`src/rtl/regfile_wb_arbiter.sv`:
```
// -----------------------------------------------------------------------------
// regfile_wb_arbiter
//
// Arbitrates register-file writeback between the ALU and the load unit. It
// also keeps a per-register scoreboard of outstanding writes.
//
// Each cycle at most one writeback is accepted. When both requesters are
// valid, the winner is chosen round-robin: the requester that was not granted
// last time wins. An accepted write reaches the register-file write port one
// cycle later, through registered outputs. Writes to x0 are accepted but
// discarded.
//
// The issue stage reserves a destination register by setting its pending
// bit. An accepted write clears that bit. If a write is accepted for a
// non-zero register that was not pending, the sticky err_unreserved flag is
// set.
//
// Ports
//   clk, reset_n                     clock, async active-low reset
//   alu_valid/addr/data, alu_ready   ALU writeback request / accept
//   lsu_valid/addr/data, lsu_ready   load-unit writeback request / accept
//   reserve_valid, reserve_addr      scoreboard reservation from issue
//   rf_write_enable/addr/data        registered register-file write port
//   pending                          scoreboard bitmap, bit n = xn outstanding
//   err_unreserved                   sticky unreserved-write flag
// -----------------------------------------------------------------------------
module regfile_wb_arbiter #(
  parameter int DATA_WIDTH = 32,
  parameter int ADDR_WIDTH = 5
) (
  input  logic                       clk,
  input  logic                       reset_n,
  input  logic                       alu_valid,
  input  logic [ADDR_WIDTH-1:0]      alu_addr,
  input  logic [DATA_WIDTH-1:0]      alu_data,
  output logic                       alu_ready,
  input  logic                       lsu_valid,
  input  logic [ADDR_WIDTH-1:0]      lsu_addr,
  input  logic [DATA_WIDTH-1:0]      lsu_data,
  output logic                       lsu_ready,
  input  logic                       reserve_valid,
  input  logic [ADDR_WIDTH-1:0]      reserve_addr,
  output logic                       rf_write_enable,
  output logic [ADDR_WIDTH-1:0]      rf_write_addr,
  output logic [DATA_WIDTH-1:0]      rf_write_data,
  output logic [(2**ADDR_WIDTH)-1:0] pending,
  output logic                       err_unreserved
);

  localparam int NUM_REGS = 2 ** ADDR_WIDTH;

  typedef enum logic {
    GRANT_ALU = 1'b0,
    GRANT_LSU = 1'b1
  } grant_e;

  grant_e                  last_grant_q, last_grant_d;
  logic                    wr_en_q, wr_en_d;
  logic [ADDR_WIDTH-1:0]   wr_addr_q, wr_addr_d;
  logic [DATA_WIDTH-1:0]   wr_data_q, wr_data_d;
  logic [NUM_REGS-1:0]     pending_q, pending_d;
  logic                    err_q, err_d;

  logic                    grant_alu, grant_lsu, accept;
  logic [ADDR_WIDTH-1:0]   acc_addr;
  logic [DATA_WIDTH-1:0]   acc_data;
  logic                    acc_nonzero;

  // Under contention, the requester that was not served last wins. Gating the
  // grants with reset_n keeps both ready outputs low while reset is held.
  assign grant_alu = reset_n && alu_valid && (!lsu_valid || last_grant_q == GRANT_LSU);
  assign grant_lsu = reset_n && lsu_valid && (!alu_valid || last_grant_q == GRANT_ALU);
  assign accept    = grant_alu || grant_lsu;

  assign alu_ready = grant_alu;
  assign lsu_ready = grant_lsu;

  assign acc_addr    = grant_alu ? alu_addr : lsu_addr;
  assign acc_data    = grant_alu ? alu_data : lsu_data;
  assign acc_nonzero = accept && (acc_addr != '0);

  always_comb begin
    // NOTE: every signal gets a default here first, so no path leaves a value
    // unassigned and no latch is inferred.
    last_grant_d = last_grant_q;
    wr_en_d      = 1'b0;
    wr_addr_d    = wr_addr_q;
    wr_data_d    = wr_data_q;
    pending_d    = pending_q;
    err_d        = err_q;

    if (accept) begin
      last_grant_d = grant_alu ? GRANT_ALU : GRANT_LSU;
    end

    // A write to x0 is accepted but discarded. Address and data are loaded
    // only for a real write, so they hold across idle and x0 cycles.
    if (acc_nonzero) begin
      wr_en_d   = 1'b1;
      wr_addr_d = acc_addr;
      wr_data_d = acc_data;
      pending_d[acc_addr] = 1'b0;
      if (!pending_q[acc_addr]) begin
        err_d = 1'b1;
      end
    end

    // The set is applied after the clear. A reservation on the same edge
    // comes from a younger instruction, so it must survive.
    if (reserve_valid && reserve_addr != '0) begin
      pending_d[reserve_addr] = 1'b1;
    end

    pending_d[0] = 1'b0;
  end

  // NOTE: the storage here is a flat bitmap of flops, not a RAM, so every
  // register can be cleared by the asynchronous reset.
  always_ff @(posedge clk or negedge reset_n) begin
    if (!reset_n) begin
      last_grant_q <= GRANT_LSU;
      wr_en_q      <= 1'b0;
      wr_addr_q    <= '0;
      wr_data_q    <= '0;
      pending_q    <= '0;
      err_q        <= 1'b0;
    end else begin
      // NOTE: non-blocking assignments, so every flop samples the pre-edge
      // values no matter how the statements are ordered.
      last_grant_q <= last_grant_d;
      wr_en_q      <= wr_en_d;
      wr_addr_q    <= wr_addr_d;
      wr_data_q    <= wr_data_d;
      pending_q    <= pending_d;
      err_q        <= err_d;
    end
  end

  assign rf_write_enable = wr_en_q;
  assign rf_write_addr   = wr_addr_q;
  assign rf_write_data   = wr_data_q;
  assign pending         = pending_q;
  assign err_unreserved  = err_q;

endmodule

```
`config.mk`:
```
export PLATFORM = sky130hd
export DESIGN_NAME = regfile_wb_arbiter
export DESIGN_NICKNAME = d
export VERILOG_FILES = /design/src/rtl/regfile_wb_arbiter.sv
export SDC_FILE = /design/constraint.sdc
export NUM_CORES = 1
export LEC_CHECK = 0
export CAP_MARGIN = 20
export CORE_ASPECT_RATIO = 0.75
export CORE_UTILIZATION = 40
export DETAILED_ROUTE_END_ITERATION = 10
export PLACE_DENSITY = 0.77
export SKIP_LAST_GASP = 1
export SLEW_MARGIN = 10
export SYNTH_ARGS = -nofsm -noshare
export SYNTH_HDL_FRONTEND = slang
export SYNTH_SLANG_ARGS = --single-unit
```
`constraint.sdc`:
```
create_clock -name clk -period 1.8 [get_ports clk]
set_input_delay 0.18 -clock clk [delete_from_list [all_inputs] [get_ports clk]]
set_output_delay 0.18 -clock clk [all_outputs]
set_load 0.01 [all_outputs]
```
After elaboration in Yosys (flattened, before gate mapping)
Cells that the tools add are included.
{"block": "word_totals", "reg_bits": 71, "out_inout_bits": 73, "word_cells": 43}
{"block": "op_classes", "n_lt_le_gt_ge": 4, "mux": 12, "reduce_logical": 16, "bitwise_logic": 5}
{"operator": "two-way mux 32 bit", "count": 3}
{"operator": "AND 32 bit", "count": 1}
{"operator": "inverter 32 bit", "count": 1}
{"operator": "OR 32 bit", "count": 1}
{"operator": "< comparator 5 x 6 -> 1 bit (second input constant)", "count": 2}
{"operator": "demux 1 bit (select 5 bit)", "count": 2}
{"operator": "greater-or-equal comparator 5 x 1 -> 1 bit (second input constant)", "count": 2}
{"operator": "nonzero test 5 bit", "count": 2}
{"operator": "logical AND 1 bit", "count": 8}
{"operator": "binary-select mux 1 bit (select 5 bit)", "count": 1}
{"operator": "two-way mux 1 bit", "count": 5}
{"operator": "two-way mux 5 bit", "count": 1}
{"operator": "logical OR 1 bit", "count": 3}
{"operator": "zero test 1 bit", "count": 2}
{"operator": "inverter 1 bit", "count": 2}
{"operator": "AND reduction 2 bit", "count": 1}

Longest topological paths before layout
{"block": "depth", "ltp_word": 13, "ltp_mapped": 10, "mapped_depth_nobuf": 8}

Worst setup path after synthesis
Ideal clock, no wire load.
{"block": "synth_path", "path_kind": "reg2reg", "from": "register last_grant_q", "to": "register pending_q[23], in the netlist pending[23]", "path_slack_ns": -0.030, "t_required_ns": 1.672, "arrival_time_ns": 1.702, "path_buffers": 2, "path_stages_with_launch": 9, "path_cell_list": "dfstp_2 > nand2b_4 > and3_1 > buf_4 > nor2_4 > or3_1 > buf_2 > o21ai_1 > o21ai_0"}
{"block": "synth_between", "elab_chain_cells": 12, "elab_cells_between_ends": 19}
{"item": "start: declaration", "line": "57", "rtl": "grant_e last_grant_q, last_grant_d;"}
{"item": "start signal: assignment", "line": "130", "rtl": "last_grant_q <= last_grant_d;"}
{"item": "logical OR 1 bit", "line": "71", "rtl": "assign grant_alu = reset_n && alu_valid && (!lsu_valid || last_grant_q == GRANT_LSU);"}
{"item": "logical AND 1 bit", "line": "71"}
{"item": "two-way mux 5 bit", "line": "78", "rtl": "assign acc_addr = grant_alu ? alu_addr : lsu_addr;"}
{"item": "< comparator 5 x 6 -> 1 bit (implied by the code) / greater-or-equal comparator 5 x 1 -> 1 bit (equally long branches)", "line": "102", "rtl": "pending_d[acc_addr] = 1'b0;"}
{"item": "logical AND 1 bit (implied by the code)", "line": "102"}
{"item": "two-way mux 1 bit (implied by the code)", "line": "102"}
{"item": "demux 1 bit (select 5 bit)", "line": "102"}
{"item": "inverter 32 bit (no line)"}
{"item": "AND 32 bit (no line)"}
{"item": "two-way mux 32 bit (*)", "line": "98", "rtl": "if (acc_nonzero) begin"}
{"item": "OR 32 bit (no line)"}
{"item": "two-way mux 32 bit (*)", "line": "110", "rtl": "if (reserve_valid && reserve_addr != '0) begin"}
{"item": "via pending_d[23]", "line": "61", "rtl": "logic [NUM_REGS-1:0] pending_q, pending_d;"}
{"item": "end signal: assignment", "line": "134", "rtl": "pending_q <= pending_d;"}
{"item": "end: declaration", "line": "61"}
The timed path passes the listed nets; every way through them passes the cells marked *.
A chain may end at the register's enable or synchronous reset.

Worst setup path after layout
{"block": "layout_path", "from": "register last_grant_q", "to": "register wr_data_q[14], in the netlist rf_write_data[14]"}
{"block": "layout_between", "elab_chain_cells": 5, "elab_cells_between_ends": 10}
{"item": "logical OR 1 bit / inverter 1 bit (equally long branches)", "line": "71, 72"}
{"item": "logical AND 1 bit / logical OR 1 bit (equally long branches)", "line": "71, 72"}
{"item": "two-way mux 5 bit / logical AND 1 bit (equally long branches)", "line": "78, 72"}
{"item": "nonzero test 5 bit / logical OR 1 bit (equally long branches)", "line": "80, 73"}
{"item": "logical AND 1 bit", "line": "80", "rtl": "assign acc_nonzero = accept && (acc_addr != '0);"}
{"item": "end signal: assignment", "line": "133", "rtl": "wr_data_q <= wr_data_d;"}
{"item": "end: declaration", "line": "60", "rtl": "logic [DATA_WIDTH-1:0] wr_data_q, wr_data_d;"}
Parallel ways exist; a longest one is shown, timed or not.

==> results by group <==
Status
  • Status: finished with violations
  • Failing checks: negative setup slack

Hold path
  • HP Class: primary input to async pin

STA
  • Setup ws final: -0.227 ns
  • Final hold viol count: 0
  • Fmax: 493 MHz
  • Final setup viols: slightly above 60
  • RSZ-0062 raised after global routing: true
  • Min Tclk post-route: 2.03 ns
  • Worst Clk Skew: about 0.0056 ns
  • Worst Tran Pin Value: roughly 0.54 ns
  • Sum Neg Setup Slack: -6.47 ns
  • Final period util: 1.13
  • Slew Limit Fails: 0
  • Rel. slew slack: 0.638

Pwr
  • Overall Power: around 7 mW
  • Leakage: between 3 and 4 nW
  • Worst IR drop on VDD: 0.676 mV
  • PwrDens: between 900 and 1000 nW/um2

Clock tree
  • TritonCTS clock tree: built
  • Worst-path clk slew: around 0.06 ns
  • Num CTS Buffers: 9
  • Clk sinks: just over 70
  • Clk_lat worst skew: approximately 0.34 ns
  • CTS Buffer Depth: 2
  • Clock Tree Root: clkbuf_16
  • H-tree levels: 3

Critical path
  • Crit path DAT: 2.26 ns
  • Worst setup SP type: flop
  • CP max FO: 6
  • CP max stage delay: approximately 0.56 ns
  • CP delay by family, top: flip-flops
  • Crit path cell chain: nand2b_4, buf_6, and3_4, nor2_4, buf_4, a31o_4, clkbuf_16, o21ai_1
  • Buf/Inv on CP: 3
  • Worst EP required: 2.04 ns
  • Worst Setup Path Type: flop to flop
  • CP Capture Type: flop
  • Cell with the largest stage delay on the worst path: dfstp_2

Yosys
  • Post-synth EDFFs: 0
  • Yosys warning count: 0
  • Adder-cell share of the synthesized area: 0
  • Multiplexer share of the synthesized area: 0.0914
  • Largest family of logic cells by synthesized area: compound AO/OA/AOI/OAI gates
  • Synth Flop Type: dfrtp_1
  • Compound-Gate Fraction of Synth Area: 0.243
  • Post-synthesis net count: between 500 and 600
  • Mapped Area: between 4000 and 5000 um2
  • Asr flop ratio synth: 1.00
  • Xor/xnor share of the synthesized area: 0
  • Synth Area per Inst: 9.02 um2
  • Synthesis-stage register bit count: between 70 and 80
  • Simple-Gate Fraction of Synth Area: 0.179
  • Netlist cell types: 56
  • Seq/Total Area, Yosys: 0.437
  • Cells after Synth: roughly 450

Placement
  • Post-DP Area: 6180 um2
  • Final HPWL DP: between 10000 and 15000 um
  • IO buf count: 155
  • RePlAce Congestion: 0.941

Global routing
  • GRT Overall Usage: 0.292
  • Initial antenna violation count: 0
  • Vias in the first global route: 4363
  • First-pass GRT wire length: between 20000 and 25000 um
  • Total congestion overflow: 0
  • Maximum number of pins on one net before global-route repair: 38

Layout
  • Synth-to-layout area growth: 82.4%
  • Filler Cell Count: approximately 670
  • Sequential Area: between 1500 and 2000 um2
  • N_diodes: 0
  • Final Util: 0.759
  • Final #Nets: between 700 and 800
  • Post-Layout Inst Area: approximately 7400 um2
  • Area of the multi-input gates: approximately 2600 um2
  • Share of layout cells above drive strength 1: 0.322

Floorplanning
  • # rows: 31
  • Boundary Pins: 157
  • Die footprint: roughly 11000 um2
  • Die width: 118 um
  • Initial Util: 0.416
  • Die Height: roughly 89 um
  • Core Area: slightly below 10000 um2

Drt
  • Vias per Instance: about 5.7
  • Initial DRC count: 313
  • Via count: 4667
  • Post-route ant nets: 0
  • DRC viols: 0
  • Wire length per cell: approximately 21 um
  • Total Wirelength: around 17000 um
  • Pre-antenna DRT Iters: 5

Flow run
  • Number of max-cap violations: 0
-- metal layers --
| layer | track usage | routed length, um | up-vias |
|---|---|---|---|
| met5 | 0 | 0 | - |
| met4 | 0.0990 | 363 | 0 |
| met3 | 0.0855 | 1340 | 31 |
| met2 | 0.457 | 8100 | 203 |
| met1 | 0.390 | 7260 | 2310 |
| li1 | - | - | 2123 |
-- report_power, final --
| part | leakage [nW] | internal (mW) | switching [mW] |
|---|---|---|---|
| clock network | 0.145 | 1.21 | 0.710 |
| registers | 0.859 | 1.93 | 0.407 |
| logic | 2.21 | 1.43 | 1.13 |
-- sequential cells by signal, indices dropped and copies added (netlist names) --
name             flops
rf_write_addr        5
last_grant_q         1
rf_write_data       32
pending             31
rf_write_enable      1
err_unreserved       1
-- cells in the final DEF, fill, tap and decap left out, drive strengths merged, types with 3 or more instances in the layout --
cell,instances
and3,4
o22ai,4
o211ai,7
a21oi,10
nor2,7
nand4,3
clkdlybuf4s50,152
o21ai,106
nand3b,4
clkbuf,14
nor3,3
nand2,72
or3,3
buf,88
nand4b,3
a211oi,10
a41oi,3
a21o,3
inv,6
nand2b,25
mux2i,36
a22oi,8
nand3,9
dfrtp,70
-- metrics by stage --
stage,hold WS (ns),worst slack [ns],std cells
floorplan,-0.116,-0.0106,451
finish,0.0480,-0.227,819
global placement,0.270,-0.373,781
global route,0.0835,-0.270,819
CTS,0.0474,-0.102,809
detailed placement,0.283,-0.447,781
-- final timing paths --
check,start,to,slack (ns),depth (start not counted)
setup / recovery,last_grant_q,rf_write_data[14],-0.23,8
hold / removal,reset_n,rf_write_addr[0],0.05,3
setup reg to reg,last_grant_q,rf_write_data[14],-0.23,8
hold reg to reg,rf_write_data[8],rf_write_data[8],0.48,2
max in group asynchronous,reset_n,pending[13],1.01,3
min in group clk,reset_n,last_grant_q,0.28,4
-- what timing repair did --
action,4_1_cts,5_1_grt
gates resized for setup,87,110
pin swaps,30,42
gates cloned,5,6
setup buffers,9,5
hold buffers,1,0
endpoints found under the setup margin,65,71
endpoints found under the hold margin,34,0
-- cell usage after synthesis (all sizes together), types with 2 or more instances --
cell	instances	area share
a41oi	3	0.0065
nand3b	4	0.0074
and3	4	0.0062
clkbuf	5	0.0046
o22ai	4	0.0062
a211oi	10	0.018
nand2	72	0.068
mux2i	36	0.089
a311o	2	0.0049
a21oi	10	0.013
nor3	3	0.0037
o211ai	7	0.013
a21boi	2	0.0037
a21o	3	0.0055
nor3b	2	0.0037
a22oi	8	0.015
nand4b	3	0.0065
or3	3	0.0046
buf	23	0.038
a221o	2	0.0049
dfrtp	70	0.43
nand3	9	0.011
nor2	7	0.0089
nand4	3	0.0046
o21ai	106	0.13
inv	6	0.0055
or3b	2	0.0043
nand2b	24	0.039
-- area by class of cell --
class / instances / area share
Multi-Input combinational cell: 348 / 0.355
Timing Repair Buffer: 247 / 0.337
Sequential cell: 71 / 0.240
Clock buffer: 10 / 0.0309
Tap cell: 132 / 0.0223
Clock inverter: 5 / 0.0113
Inverter: 6 / 0.00371
-- tightest hold or removal path: stages --
cell and delay (ns):
buf_4 0.11, buf_4 0.12, buf_4 0.41
-- cells by family (layout without fill, tap and decap cells) --
kind of cell | count (synthesis) | after routing
buffers and inverters | 34 | 268
muxes | 37 | 37
DFF | 71 | 71
and+or+nand+nor | 142 | 143
other | 1 | 1
AOI/OAI and AO/OA | 166 | 167
(Power assumes the default switching activity.)
